<file path="config.mk">
export PLATFORM = sky130hd
export DESIGN_NAME = kgp_multicycle_ctrl
export DESIGN_NICKNAME = d
export VERILOG_FILES = /design/src/rtl/kgp_ctrl_pkg.sv /design/src/rtl/kgp_wait_timer.sv /design/src/rtl/kgp_multicycle_ctrl.sv
export SDC_FILE = /design/constraint.sdc
export NUM_CORES = 1
export LEC_CHECK = 0
export BUFFER_PORTS_ARGS = -buffer_cell sky130_fd_sc_hd__buf_2
export CORE_ASPECT_RATIO = 1.2
export CORE_MARGIN = 5
export CORE_UTILIZATION = 45
export CTS_CLUSTER_DIAMETER = 40
export DETAILED_ROUTE_END_ITERATION = 6
export GPL_ROUTABILITY_DRIVEN = 0
export GPL_TIMING_DRIVEN = 0
export PLACE_DENSITY = 0.69
export SETUP_SLACK_MARGIN = 0.05
export SLEW_MARGIN = 15
export SYNTH_ARGS = -nofsm -noshare
export SYNTH_HDL_FRONTEND = slang
export SYNTH_HIERARCHICAL = 1
export SYNTH_SLANG_ARGS = --single-unit
</file>
<file path="constraint.sdc">
create_clock -name clk -period 2.2 [get_ports clk]
set_clock_uncertainty 0.1 [all_clocks]
set_input_delay 0.22 -clock clk [delete_from_list [all_inputs] [get_ports clk]]
set_output_delay 0.22 -clock clk [all_outputs]
set_load 0.01 [all_outputs]
</file>
<file path="src/rtl/kgp_ctrl_pkg.sv">
// kgp_ctrl_pkg: sequencer state encoding, instruction class codes and default timeout
package kgp_ctrl_pkg;
  typedef enum logic [2:0] {
    ST_IDLE, ST_FETCH, ST_DECODE, ST_EXEC, ST_MEM, ST_WB, ST_HALT, ST_FAULT
  } state_t;
  localparam logic [2:0] OP_ALU_R  = 3'd0;
  localparam logic [2:0] OP_ALU_I  = 3'd1;
  localparam logic [2:0] OP_LOAD   = 3'd2;
  localparam logic [2:0] OP_STORE  = 3'd3;
  localparam logic [2:0] OP_BRANCH = 3'd4;
  localparam logic [2:0] OP_HALT   = 3'd5;
  localparam int DEF_TIMEOUT_CYC = 16;
  function automatic logic is_illegal(input logic [2:0] op);
    return op[2:1] == 2'b11;
  endfunction
endpackage

</file>
<file path="src/rtl/kgp_wait_timer.sv">
// kgp_wait_timer: memory wait counter; o_hit flags the last allowed wait cycle (TIMEOUT_CYC=0 never hits)
module kgp_wait_timer #(
  parameter int TIMEOUT_CYC = 16,
  parameter int TMR_W       = 5
) (
  input  logic clk,
  input  logic rst,
  input  logic i_clr,
  input  logic i_en,
  output logic o_hit
);
  logic [TMR_W-1:0] r_cnt;
  always_ff @(posedge clk or posedge rst)
    if (rst) r_cnt <= '0;
    else if (i_clr) r_cnt <= '0;
    else if (i_en) r_cnt <= r_cnt + TMR_W'(1);
  assign o_hit = (TIMEOUT_CYC != 0) && (r_cnt == TMR_W'(TIMEOUT_CYC - 1));
endmodule

</file>
<file path="src/rtl/kgp_multicycle_ctrl.sv">
// kgp_multicycle_ctrl: FETCH/DECODE/EXEC/MEM/WB sequencer driving KGP-RISC state write enables
module kgp_multicycle_ctrl
  import kgp_ctrl_pkg::*;
#(
  parameter int CNT_W       = 32,
  parameter int TIMEOUT_CYC = DEF_TIMEOUT_CYC,
  parameter int TMR_W       = 5
) (
  input  logic             clk,
  input  logic             rst,
  input  logic             start,
  input  logic [2:0]       op_class,
  input  logic             branch_taken,
  input  logic             imem_ack,
  input  logic             dmem_ack,
  output logic             imem_req,
  output logic             dmem_req,
  output logic             dmem_we,
  output logic             ir_we,
  output logic             pc_we,
  output logic             pc_sel_branch,
  output logic             flags_we,
  output logic             alu_src_imm,
  output logic             rf_we,
  output logic             wb_sel_mem,
  output logic             busy,
  output logic             halted,
  output logic             fault,
  output logic [CNT_W-1:0] instr_count
);
  state_t           r_state;
  logic [2:0]       r_cls;
  logic [CNT_W-1:0] r_cnt;
  logic             w_wait, w_hit, w_fetch_ok, w_br_take;
  // Timer runs only while a request is outstanding, so every entry to FETCH/MEM starts from zero
  assign w_wait = (r_state == ST_FETCH && !imem_ack) || (r_state == ST_MEM && !dmem_ack);
  kgp_wait_timer #(.TIMEOUT_CYC(TIMEOUT_CYC), .TMR_W(TMR_W)) u_timer (
    .clk   (clk),
    .rst   (rst),
    .i_clr (!w_wait),
    .i_en  (w_wait),
    .o_hit (w_hit)
  );
  always_ff @(posedge clk or posedge rst)
    if (rst) begin
      r_state <= ST_IDLE;
      r_cls   <= '0;
      r_cnt   <= '0;
    end else begin
      case (r_state)
        ST_IDLE:   if (start) r_state <= ST_FETCH;
        ST_FETCH:  if (imem_ack) r_state <= ST_DECODE; else if (w_hit) r_state <= ST_FAULT;
        ST_DECODE: begin
          r_cls   <= op_class;
          r_state <= op_class == OP_HALT ? ST_HALT : is_illegal(op_class) ? ST_FAULT : ST_EXEC;
        end
        ST_EXEC: begin
          r_state <= r_cls == OP_BRANCH ? ST_FETCH :
                     (r_cls == OP_LOAD || r_cls == OP_STORE) ? ST_MEM : ST_WB;
          if (r_cls == OP_BRANCH) r_cnt <= r_cnt + CNT_W'(1);
        end
        ST_MEM:
          if (dmem_ack) begin
            r_state <= r_cls == OP_STORE ? ST_FETCH : ST_WB;
            if (r_cls == OP_STORE) r_cnt <= r_cnt + CNT_W'(1);
          end else if (w_hit) r_state <= ST_FAULT;
        ST_WB: begin
          r_state <= ST_FETCH;
          r_cnt   <= r_cnt + CNT_W'(1);
        end
        default: r_state <= r_state;
      endcase
    end
  assign w_fetch_ok    = r_state == ST_FETCH && imem_ack;
  assign w_br_take     = r_state == ST_EXEC && r_cls == OP_BRANCH && branch_taken;
  assign imem_req      = r_state == ST_FETCH;
  assign ir_we         = w_fetch_ok;
  assign pc_we         = w_fetch_ok || w_br_take;
  assign pc_sel_branch = w_br_take;
  assign flags_we      = r_state == ST_EXEC && (r_cls == OP_ALU_R || r_cls == OP_ALU_I);
  assign alu_src_imm   = r_state == ST_EXEC &&
                         (r_cls == OP_ALU_I || r_cls == OP_LOAD || r_cls == OP_STORE);
  assign dmem_req      = r_state == ST_MEM;
  assign dmem_we       = r_state == ST_MEM && r_cls == OP_STORE;
  assign rf_we         = r_state == ST_WB;
  assign wb_sel_mem    = r_state == ST_WB && r_cls == OP_LOAD;
  assign busy          = !(r_state == ST_IDLE || r_state == ST_HALT || r_state == ST_FAULT);
  assign halted        = r_state == ST_HALT;
  assign fault         = r_state == ST_FAULT;
  assign instr_count   = r_cnt;
endmodule

</file>
==> impl_summary.md, run 1 <==
Status
The run finished with clean final reports.

Placement
The number of port buffers is 53. Summed over all nets, the half-perimeter wirelength after detailed placement is 3519 um. The post-place setup slack is 0.1844 ns.

Detailed routing
The average detailed-routed wire length per instance is 13.89 um. The count of nets left with antenna violations once routing finished came out at 0. The total routed wirelength is 4639 um. The first detailed-routing pass ran for 4 iterations. The via total after detailed routing is 1760. In the routed design, unresolved DRC markers number 0.

The starting DRC count in detailed routing is 43. The ratio of routed vias to standard cells is 5.269.

Hold path
The min-delay analysis places its worst path in the category in2reg.

STA
Setup violations remaining at the end of the flow were counted as 0. Counting I/O delays and the setup requirement, the final critical path takes 2.002 ns. The normalized max-slew margin is 71.28%.

The smallest setup slack after layout is 0.1975 ns. Setup repair after global routing left no endpoint under its margin. The upper clock frequency limit is 499.4 MHz.

The final count of pins violating max slew is 0. At the pin with the least slew margin, the transition time is 0.4308 ns. The final cycle utilization of the critical path is 91.02%. Summed over all failing endpoints, the final setup total negative slack is 0 ns.

The hold violation total from the final report is 0.

Worst setup path
Grouping stages by cell kind, the critical path spends the most delay in buffers and inverters. The arrival time reported for the critical path endpoint is 1.68 ns. The critical path goes through buf_2, clkbuf_1, nand2_1, nor3_1, buf_2. The worst setup path is of the reg2out kind. The launching element type of the critical path is a flop. The library cell appearing most often on the critical path is buf_2.

Among all stages on the critical path, the largest delay is contributed by clkbuf_1. The delay contributed by the slowest stage of the critical path is 0.34 ns. Together, buffers and inverters on the worst path number 3. The nature of the critical path endpoint is a primary output. The data required time at the worst endpoint is 1.88 ns. Along the worst path, the maximum fanout reaches 10.

Power
Per report_power, the clock group accounts for 18.8% of the total. The leakage power figure is 1.372 nW. The switching fraction of total power is 37.14%.

The part of the total power dissipated in combinational logic is 37.4%. The analysis attributes to net switching a power of 0.8713 mW. The fraction of power consumed by sequential logic is 43.7%. In this run the power density over the cells is 860.8 nW/um2. The internal portion of total power is 1.474 mW. The peak supply drop is 0.0007438 V.

Yosys
Yosys instantiated no cell more often than dfrtp_1. The mean area per synthesized cell is 10.64 um2. In this run, synthesis inferred 0 flip-flops with an integrated enable. The warning count from the yosys run is 6. After synthesis the netlist holds a flip-flop and latch count of 43. Counting every instance in the synthesized netlist gives 213. The synthesized net count is 225.

Summed over its instances, the top area cell type makes up 47.49% of the synthesized netlist area. The share of the Yosys chip area taken by registers is 47.49%. The dominant synthesized flop cell is dfrtp_1. In the synthesized netlist the async set-or-reset flop fraction comes to 100.0%. Synthesis instantiated 48 different standard cells from the library. Ranked by instance count, the synthesized netlist is headed by dfrtp_1 (43), xnor2_1 (22), nor2_1 (16). The netlist area before placement is 2266 um2. The synthesized design spends more area on one cell type than any other, namely dfrtp_1.

After synthesis, the cell types taking the most area are dfrtp_1 (47%), xnor2_1 (8.5%), xor2_1 (3.9%), nor2_1 (2.7%), and3_1 (2.5%).

Clock tree
The clock net sink count is 43. The TritonCTS clock tree is yes. The clock slew at the register clock pins of the worst setup and hold paths is 0.07 ns. CTS placed an instance of clkbuf_8 at the clock tree root. The H-tree was split into 2 levels. The clock passes through at most 2 buffers. Buffers inserted during clock tree synthesis total 5. The clock latency reported for the late side of the worst-skew pair is 0.28 ns.

Floorplanning
Measured along the x axis, the die boundary spans 74.78 um. The die covers 6560 um2. 54 I/O pins were placed. The floorplan step set the die height to 87.73 um. The row count is 28. The floorplan step defined a core boundary enclosing 4905 um2. For this configuration, the core starts out at a cell density of 46.20%.

Cells and area
In the final layout, the share of cells above drive strength 1 is 30.29%. The number of inserted diodes is 0. The final layout net count is 287. The area growth from synthesis to layout is 20.26%.

Global route
The number of antenna violations at the first check in global routing came to 0. The maximum number of pins on one net before global-route repair is 37. The number of global-route vias before repair is 1642. Summed over all layers, the global routing overflow is 0.

For this run, the total global-route usage over all layers was measured as 14.94%. The first-pass GRT wire length is 7679 um.

Run
The max capacitance violation total is 0.
-- what timing repair did --
item | CTS | global route
resized for setup | 0 | 3
setup endpoints to repair | 0 | 7
hold buffers | 1 | 0
endpoints found under the hold margin | 43 | 0
setup buffers | 0 | 0
-- power groups by stage --
stage / Clock, mW / Sequential, mW / Combinational, mW
2_1_floorplan: 0 / 1.03 / 0.595
3_3_place_gp: 0 / 1.03 / 0.838
3_5_place_dp: 0 / 1.04 / 0.856
4_1_cts: 0.461 / 1.02 / 0.862
5_1_grt: 0.503 / 1.05 / 0.975
6_report: 0.442 / 1.03 / 0.878
-- area by class of cell --
type | instances | area (um2)
clock buffers | 6 | 72.57
fillers | 467 | 2180
flip-flops and latches | 43 | 1076
inverters | 10 | 37.54
multi-input cells | 154 | 1129
plain buffers | 6 | 40.04
well taps | 60 | 75.07
repair buffers | 55 | 295.3
-- metrics by stage --
stage / hold slack (ns) / area (um2) / utilization [%] / cells / total power, mW
after floorplan: -0.1015 / 2266 / - / 213 / 1.624
after global placement: 0.04089 / 2606 / 53.14 / 326 / 1.866
after detailed placement: 0.004386 / 2626 / 53.55 / 327 / 1.893
after CTS: 0.1067 / 2709 / 55.23 / 334 / 2.342
after global routing: 0.1059 / 2725 / 55.56 / 334 / 2.525
final: 0.1102 / 2725 / 55.56 / 334 / 2.346
-- flip-flops by register name, indices dropped and copies added, names as in the netlist --
register,count
instr_count,32
u_timer/r_cnt,5
r_state,3
r_cls,3
-- metal layers --
layer / vias up / wire [um] / global-route usage (%)
li1: 868 / - / -
met1: 843 / 2031 / 19.97
met2: 45 / 2323 / 25.10
met3: 4 / 258 / 3.100
met4: 0 / 26 / 2.913
met5: - / 0 / 0
-- worst paths after layout --
check	depth (start not counted)	slack, ns	endpoint	startpoint
max in group asynchronous	4	1.36	instr_count[18]	rst
worst max register to register	6	0.22	instr_count[26]	r_cls[0]
min in group asynchronous	3	0.26	r_state[1]	rst
worst max-delay path	5	0.20	alu_src_imm	r_state[1]
worst min-delay path	2	0.11	r_cls[1]	op_class[1]
worst min register to register	1	0.37	instr_count[31]	instr_count[31]
-- placed cells by master (no fill, tap or decap), drive strengths merged, types with 2 or more instances in the layout --
cell type and instances:
inv 10, nand3b 2, dfrtp 43, xnor2 22
o21ai 6, xor2 10, nor4b 2, nand4 10
nor2 16, clkbuf 8, mux2 5, ha 3
nand2b 2, a21boi 2, nor3b 2, nor3 7
and4 5, nor2b 3, nand3 11, a21oi 3
and2 3, and3 9, buf 58, a21bo 2
nand2 15, a211oi 2
-- cell families (layout without fill, tap and decap cells) --
group | Yosys count | after routing | share of synthesized area [%]
xor gates and xnor gates | 32 | 32 | 12.37
buffers and inverters | 16 | 77 | 3.424
AOI/OAI and AO/OA | 21 | 21 | 7.566
DFF | 43 | 43 | 47.49
adders and majority gates | 3 | 3 | 1.657
and+or+nand+nor | 92 | 92 | 24.41
muxes | 6 | 6 | 3.092
Power figures use the tool's default switching activity.
==> run 2, diff against run 1 <==
- CORE_UTILIZATION: 45 -> 48
- PLACE_DENSITY: 0.69 -> 0.73
==> run 2 against run 1 <==
  * Fmax down 1.4%
  * Global-route usage rose by 0.55 points
  * Final cell count stayed put
  * Routed wire length barely moved
  * Largest cell class unchanged
==> impl_summary.md, run 2 (synthesis results as in run 1) <==
Status
The run finished with clean final reports.

STA
The upper clock frequency limit is 492.6 MHz (-1.4%). The hold violation total from the final report is 0 (unchanged). The normalized max-slew margin is 61.91% (-9.4 points). The shortest clock period the worst path allows after layout is 2.030 ns (+0.02769 ns). The final total negative setup slack is 0 ns (unchanged). The final cycle utilization of the critical path is 92.28% (+1.3 points). Setup repair after global routing could not meet its margin everywhere. The worst hold margin is 0.09027 ns (-0.01989 ns). The worst-margin pin slew was 0.5713 ns (+0.1405 ns). The final number of setup-violating endpoints is 0 (unchanged). The final count of pins violating max slew was 0 (unchanged).

Cells and area
The number of inserted diodes is 0 (unchanged). The leading cell type in the layout, fill and taps excluded is buf_2. The area growth from synthesis to layout is 20.65%. In the layout the commonest cells are buf_2 (55), dfrtp_1 (43), xnor2_1 (22). The number of flip-flops in the largest register was 32 (unchanged). The fraction of final layout cells with drive strength greater than 1 is 30.07% (-0.22 points). The number of fill cells came to 421 (-9.9%). The final layout net count is 287 (unchanged).

Clock tree
The clock slew at the register clock pins of the worst setup and hold paths is 0.08 ns (about the same). The number of levels in the clock H-tree came to 2 (unchanged). The buffer count from post-CTS setup fixing is 0 (unchanged). The number of buffers inserted during clock tree synthesis is 5 (unchanged). The maximum count of clock buffers along a single path was 2 (unchanged). TritonCTS built the clock tree. The clock latency reported for the late side of the worst-skew pair was 0.29 ns (about the same). The clock net sink count is 43 (unchanged). The cell at the root of the clock tree is clkbuf_8.

Power
The ratio of total power to cell area is 882.6 nW/um2 (+2.5%). The internal portion of total power is 1.544 mW (+4.7%). The peak supply drop was 0.0005539 V (-26%).

The leakage power figure is 1.390 nW (+1.3%). The total net switching power came to 0.8688 mW (-0.29%). The part of the power in the clock network is 22.7% (+3.9 points). The part of the total power dissipated in combinational logic is 35.2% (-2.2 points). The fraction of power consumed by sequential logic is 42.1% (-1.6 points). The switching fraction of total power is 36.01% (-1.1 points).

Worst setup path
The buffers plus inverters on the worst setup path is 0 (-3). The cell class contributing the biggest share of worst-path delay is simple AND/OR/NAND/NOR gates. By instance count, the cell type seen most on the critical path is nand4_1. The nature of the critical path endpoint is a flop.

The data required time at the worst endpoint is 2.29 ns (+0.41 ns). The critical path is of the reg2reg type. The arrival time reported for the critical path endpoint is 2.12 ns (+0.44 ns). The launching element type of the critical path is a flop. The delay contributed by the slowest stage of the critical path is 0.48 ns (+0.14 ns).

Walking the worst path, the cells encountered are and4_1, nand4_1, a211oi_2, nand4_1, xnor2_1. The top fanout value on the critical path came to 6 (-4). The highest-delay cell along the critical path is a211oi_2.

Placement
The number of port buffers is 53 (unchanged). The post-DP HPWL is 3523 um (+0.12%).

Global route
The first-pass GRT wire length is 7693 um (+0.18%). The number of antenna violations at the first check in global routing is 0 (unchanged). The maximum number of pins on one net before global-route repair came to 31 (-16%).

The number of global-route vias before repair is 1701 (+3.6%). The remaining global-route overflow is 0 (unchanged). The overall fraction of global-route tracks in use was 15.49% (+0.55 points).

Detailed routing
The number of detailed-route iterations in the first pass is 4 (unchanged). The number of design rule violations left after detail routing came to 0 (unchanged). The total routed wirelength came to 4638 um (about the same). The starting DRC count in detailed routing is 49 (+14%). The ratio of routed vias to standard cells is 5.311 (+0.80%). The via total after detailed routing is 1774 (+0.80%). The count of nets left with antenna violations after detail routing is 0 (unchanged). The average detailed-routed wire length per instance is 13.89 um (about the same).

Floorplanning
The die area is 6200 um2 (-5.5%). The top-level I/O count is 54 (unchanged). The height of the die is 85.27 um (-2.8%).

The effective utilization at floorplan is 49.32% (+3.1 points). The row count came to 27 (-3.6%). The x dimension of the die is 72.72 um (-2.7%). The placeable core region was 4594 um2 (-6.3%).

Run
The max capacitance violation total is 0 (unchanged).

Hold path
The min-delay analysis places its worst path in the category in2reg.
## run 2: layer usage
| layer | part of all wire (%) | vias to the layer above | routed length (um) | track usage [%] |
|---|---|---|---|---|
| met2 | 49 | 39 | 2264 | 26.85 |
| met4 | 1.3 | 0 | 61 | 4.698 |
| li1 | - | 867 | - | - |
| met5 | 0 | - | 0 | 0 |
| met3 | 6.6 | 7 | 307 | 4.265 |
| met1 | 43 | 861 | 2005 | 18.40 |
## run 2: path summary, 6_finish.rpt
| kind | startpoint | end | slack, ns | depth (start not counted) |
|---|---|---|---|---|
| min | op_class[0] | r_cls[0] | 0.09 | 2 |
| max | instr_count[2] | instr_count[29] | 0.17 | 5 |
| max in group asynchronous | rst | instr_count[22] | 1.29 | 4 |
| max reg2reg | instr_count[2] | instr_count[29] | 0.17 | 5 |
| min reg2reg | instr_count[31] | instr_count[31] | 0.37 | 1 |
| min in group asynchronous | rst | u_timer/r_cnt[2] | 0.28 | 3 |
## run 2: per-stage QoR
step	util, %	power (mW)	setup WS, ns	area, um2	cells
after floorplan	-	1.624	0.4237	2266	213
after global placement	56.67	1.866	0.2339	2604	324
after detailed placement	57.11	1.889	0.1762	2624	325
after CTS	59.50	2.436	0.1604	2734	334
after global routing	59.50	2.567	0.009886	2734	334
final	59.50	2.413	0.1699	2734	334
## run 2: layout make-up
| cell class | count | area [um2] | area share, % |
|---|---|---|---|
| Buffer | 6 | 40.04 | 1.465 |
| Timing Repair Buffer | 55 | 295.3 | 10.80 |
| Multi-Input combinational cell | 154 | 1112 | 40.69 |
| Sequential cell | 43 | 1076 | 39.36 |
| Clock buffer | 8 | 100.1 | 3.661 |
| Inverter | 10 | 37.54 | 1.373 |
| Tap cell | 58 | 72.57 | 2.654 |
## run 2: worst register-to-register path: stages (launching register included)
cell	delay, ns
dfrtp_1	0.45
and4_1	0.34
nand4_1	0.22
a211oi_2	0.48
nand4_1	0.18
xnor2_1	0.15
## run 2: repair_timing
action | 4_1_cts | 5_1_grt
endpoints found under the setup margin | 0 | 3
resized for setup | 0 | 0
hold buffers | 1 | 0
hold endpoints to repair | 13 | 0
## run 2: power by group through the flow
stage	sequential [mW]	combinational [mW]	clock [mW]
finish	1.02	0.849	0.548
global placement	1.03	0.839	0
floorplan	1.03	0.595	0
detailed placement	1.03	0.856	0
global route	1.03	0.934	0.597
CTS	1.02	0.862	0.556
==> run 3, diff against run 2 <==
- CORE_ASPECT_RATIO: 1.2 -> unset
==> run 3 against run 2 <==
  * Utilization decreased by 1.0 points
  * Routed wire length decreased by 0.58%
  * Worst setup slack improved by 0.0031 ns
  * Clock power decreased by 11%
  * Sequential power about the same
  * Die area about the same
  * Sequential cell count unchanged
  * First-iteration DRC count decreased by 22%
  * Critical endpoint is now instr_count[26]
  * Largest power group unchanged
  * Highest routed layer unchanged
==> impl_summary.md, run 3 (synthesis results as in run 1) <==
Power
The peak supply drop is 0.0004176 V (-25%). The leakage power figure was 1.379 nW (-0.81%). The ratio of total power to cell area is 864.8 nW/um2 (-2.0%).

Clock tree
CTS placed an instance of clkbuf_8 at the clock tree root. The maximum count of clock buffers along a single path is 2 (unchanged). The clock latency reported for the late side of the worst-skew pair is 0.30 ns (about the same). The buffer count from post-CTS setup fixing was 0 (unchanged). The clock slew at the register clock pins of the worst setup and hold paths is 0.09 ns (about the same). The number of buffers inserted during clock tree synthesis is 5 (unchanged). The clock net sink count was 43 (unchanged). TritonCTS built the clock tree. The number of levels in the clock H-tree came to 2 (unchanged).

Worst setup path
The delay contributed by the slowest stage of the critical path is 0.42 ns (-0.06 ns). The buffers plus inverters on the worst setup path was 1 (+1). The cell class contributing the biggest share of worst-path delay is simple AND/OR/NAND/NOR gates. The critical path goes through nor2_1, nand4_2, a21bo_1, buf_6, nor4_2, xor2_1. The data required time at the worst endpoint is 2.32 ns (+0.03 ns). The top fanout value on the critical path is 9 (+3). The nature of the critical path endpoint is a flop.

The critical path is of the reg2reg type. The startpoint of the most critical setup path is r_cls[0]. The arrival time reported for the critical path endpoint is 2.15 ns (+0.03 ns). The launching element type of the critical path is a flop.

The beginning of the worst register-to-register path is r_cls[0]. The largest individual stage delay along the critical path comes from the cell dfrtp_1.

Global route
The number of antenna violations at the first check in global routing is 0 (unchanged). The overall fraction of global-route tracks in use is 15.42% (-0.071 points). The remaining global-route overflow is 0 (unchanged). The maximum number of pins on one net before global-route repair is 36 (+16%).

The number of global-route vias before repair came to 1661 (-2.4%). The first-pass GRT wire length is 7631 um (-0.81%).

Placement
The post-DP HPWL was 3442 um (-2.3%). The placed standard-cell area is 2619 um2 (-0.19%). The number of port buffers came to 53 (unchanged).

Floorplanning
The x dimension of the die is 78.71 um (+8.2%). The row count was 25 (-7.4%). The die area came to 6194 um2 (about the same). The placeable core region is 4661 um2 (+1.4%). The effective utilization at floorplan came to 48.62% (-0.70 points). The height of the die is 78.71 um (-7.7%). The top-level I/O count came to 54 (unchanged).

Detailed routing
The via total after detailed routing is 1772 (-0.11%). The number of detailed-route iterations in the first pass came to 4 (unchanged). The average detailed-routed wire length per instance is 13.97 um (+0.62%). The ratio of routed vias to standard cells is 5.370 (+1.1%). The total routed wirelength is 4611 um (-0.58%). The count of nets left with antenna violations after detail routing was 0 (unchanged).

The starting DRC count in detailed routing is 38 (-22%). The number of design rule violations left after detail routing was 0 (unchanged).

STA
The upper clock frequency limit is 493.3 MHz (+0.16%). Setup repair after global routing left no endpoint under its margin. The shortest clock period the worst path allows after layout is 2.027 ns (-0.003144 ns).

The final cycle utilization of the critical path is 92.14% (-0.14 points). The hold violation total from the final report was 0 (unchanged). The final total negative setup slack came to 0 ns (unchanged). The final number of setup-violating endpoints was 0 (unchanged). The final count of pins violating max slew is 0 (unchanged).

The worst-margin pin slew is 0.4126 ns (-0.1587 ns). The normalized max-slew margin is 72.49% (+11 points).

Cells and area
The area used by multi-input combinational logic is 1120 um2 (+0.67%). The fraction of final layout cells with drive strength greater than 1 is 31.16% (+1.1 points). The finished layout cell area is 2725 um2 (-0.32%). The final layout net count is 287 (unchanged). The leading cell type in the layout, fill and taps excluded is buf_2. The area growth from synthesis to layout is 20.26%. The number of flip-flops in the largest register is 32 (unchanged). Leaving out fill and tap cells, the most frequent cells in the layout are buf_2 (55), dfrtp_1 (43), xnor2_1 (22). The number of inserted diodes was 0 (unchanged).

The number of fill cells is 436 (+3.6%). The area of all sequential standard cells was 1076 um2 (unchanged).

Hold path
The path category of the worst min-delay check is in2reg. The worst hold path startpoint is op_class[0].

Status
The run finished with clean final reports.

Run
The max capacitance violation total is 0 (unchanged).
## run 3: path summary, 6_finish.rpt
path | endpoint | slack, ns | depth (start not counted)
hold reg to reg | instr_count[31] | 0.37 | 1
setup reg to reg | instr_count[26] | 0.17 | 6
setup / recovery | instr_count[26] | 0.17 | 6
hold / removal | r_cls[0] | 0.10 | 2
min in group asynchronous | r_state[1] | 0.25 | 3
max in group asynchronous | instr_count[5] | 1.36 | 4
## run 3: report_power, final
group          internal, mW  switching, mW
logic                 0.360          0.488
registers             0.900          0.118
clock network         0.221          0.270
total                  1.48          0.876
## run 3: layout make-up
class	instances	area share, %
multi-input cells	154	41.09
flip-flops and latches	43	39.49
repair buffers	55	10.84
clock buffers	5	2.525
well taps	54	2.479
plain buffers	6	1.469
inverters	10	1.377
clock inverters	3	0.7346
## run 3: through the flow
stage	instances	hold slack [ns]	setup slack [ns]	utilization [%]	power (mW)
floorplan	213	-0.1015	0.4237	-	1.624
global placement	320	0.04270	0.2197	55.76	1.862
detailed placement	321	0.02003	0.1253	56.19	1.883
CTS	330	0.09464	0.1054	58.31	2.381
global route	330	0.1102	0.05971	58.47	2.520
finish	330	0.1039	0.1730	58.47	2.357
## run 3: routing by layer
| metal | up-vias | track usage, % | routed length (um) |
|---|---|---|---|
| li1 | 864 | - | - |
| met1 | 864 | 19.78 | 2079 |
| met2 | 39 | 25.72 | 2188 |
| met3 | 5 | 4.535 | 287 |
| met4 | 0 | 3.671 | 56 |
| met5 | - | 0 | 0 |
## run 3: worst reg2reg max path, stage by stage (launching register included)
cell and delay [ns]:
dfrtp_1 0.42, nor2_1 0.26, nand4_2 0.30, a21bo_1 0.27
buf_6 0.14, nor4_2 0.29, xor2_1 0.18
## run 3: what timing repair did
item	CTS	global route
setup endpoints to repair	0	6
hold buffers	1	0
gates resized for setup	0	2
endpoints found under the hold margin	43	0
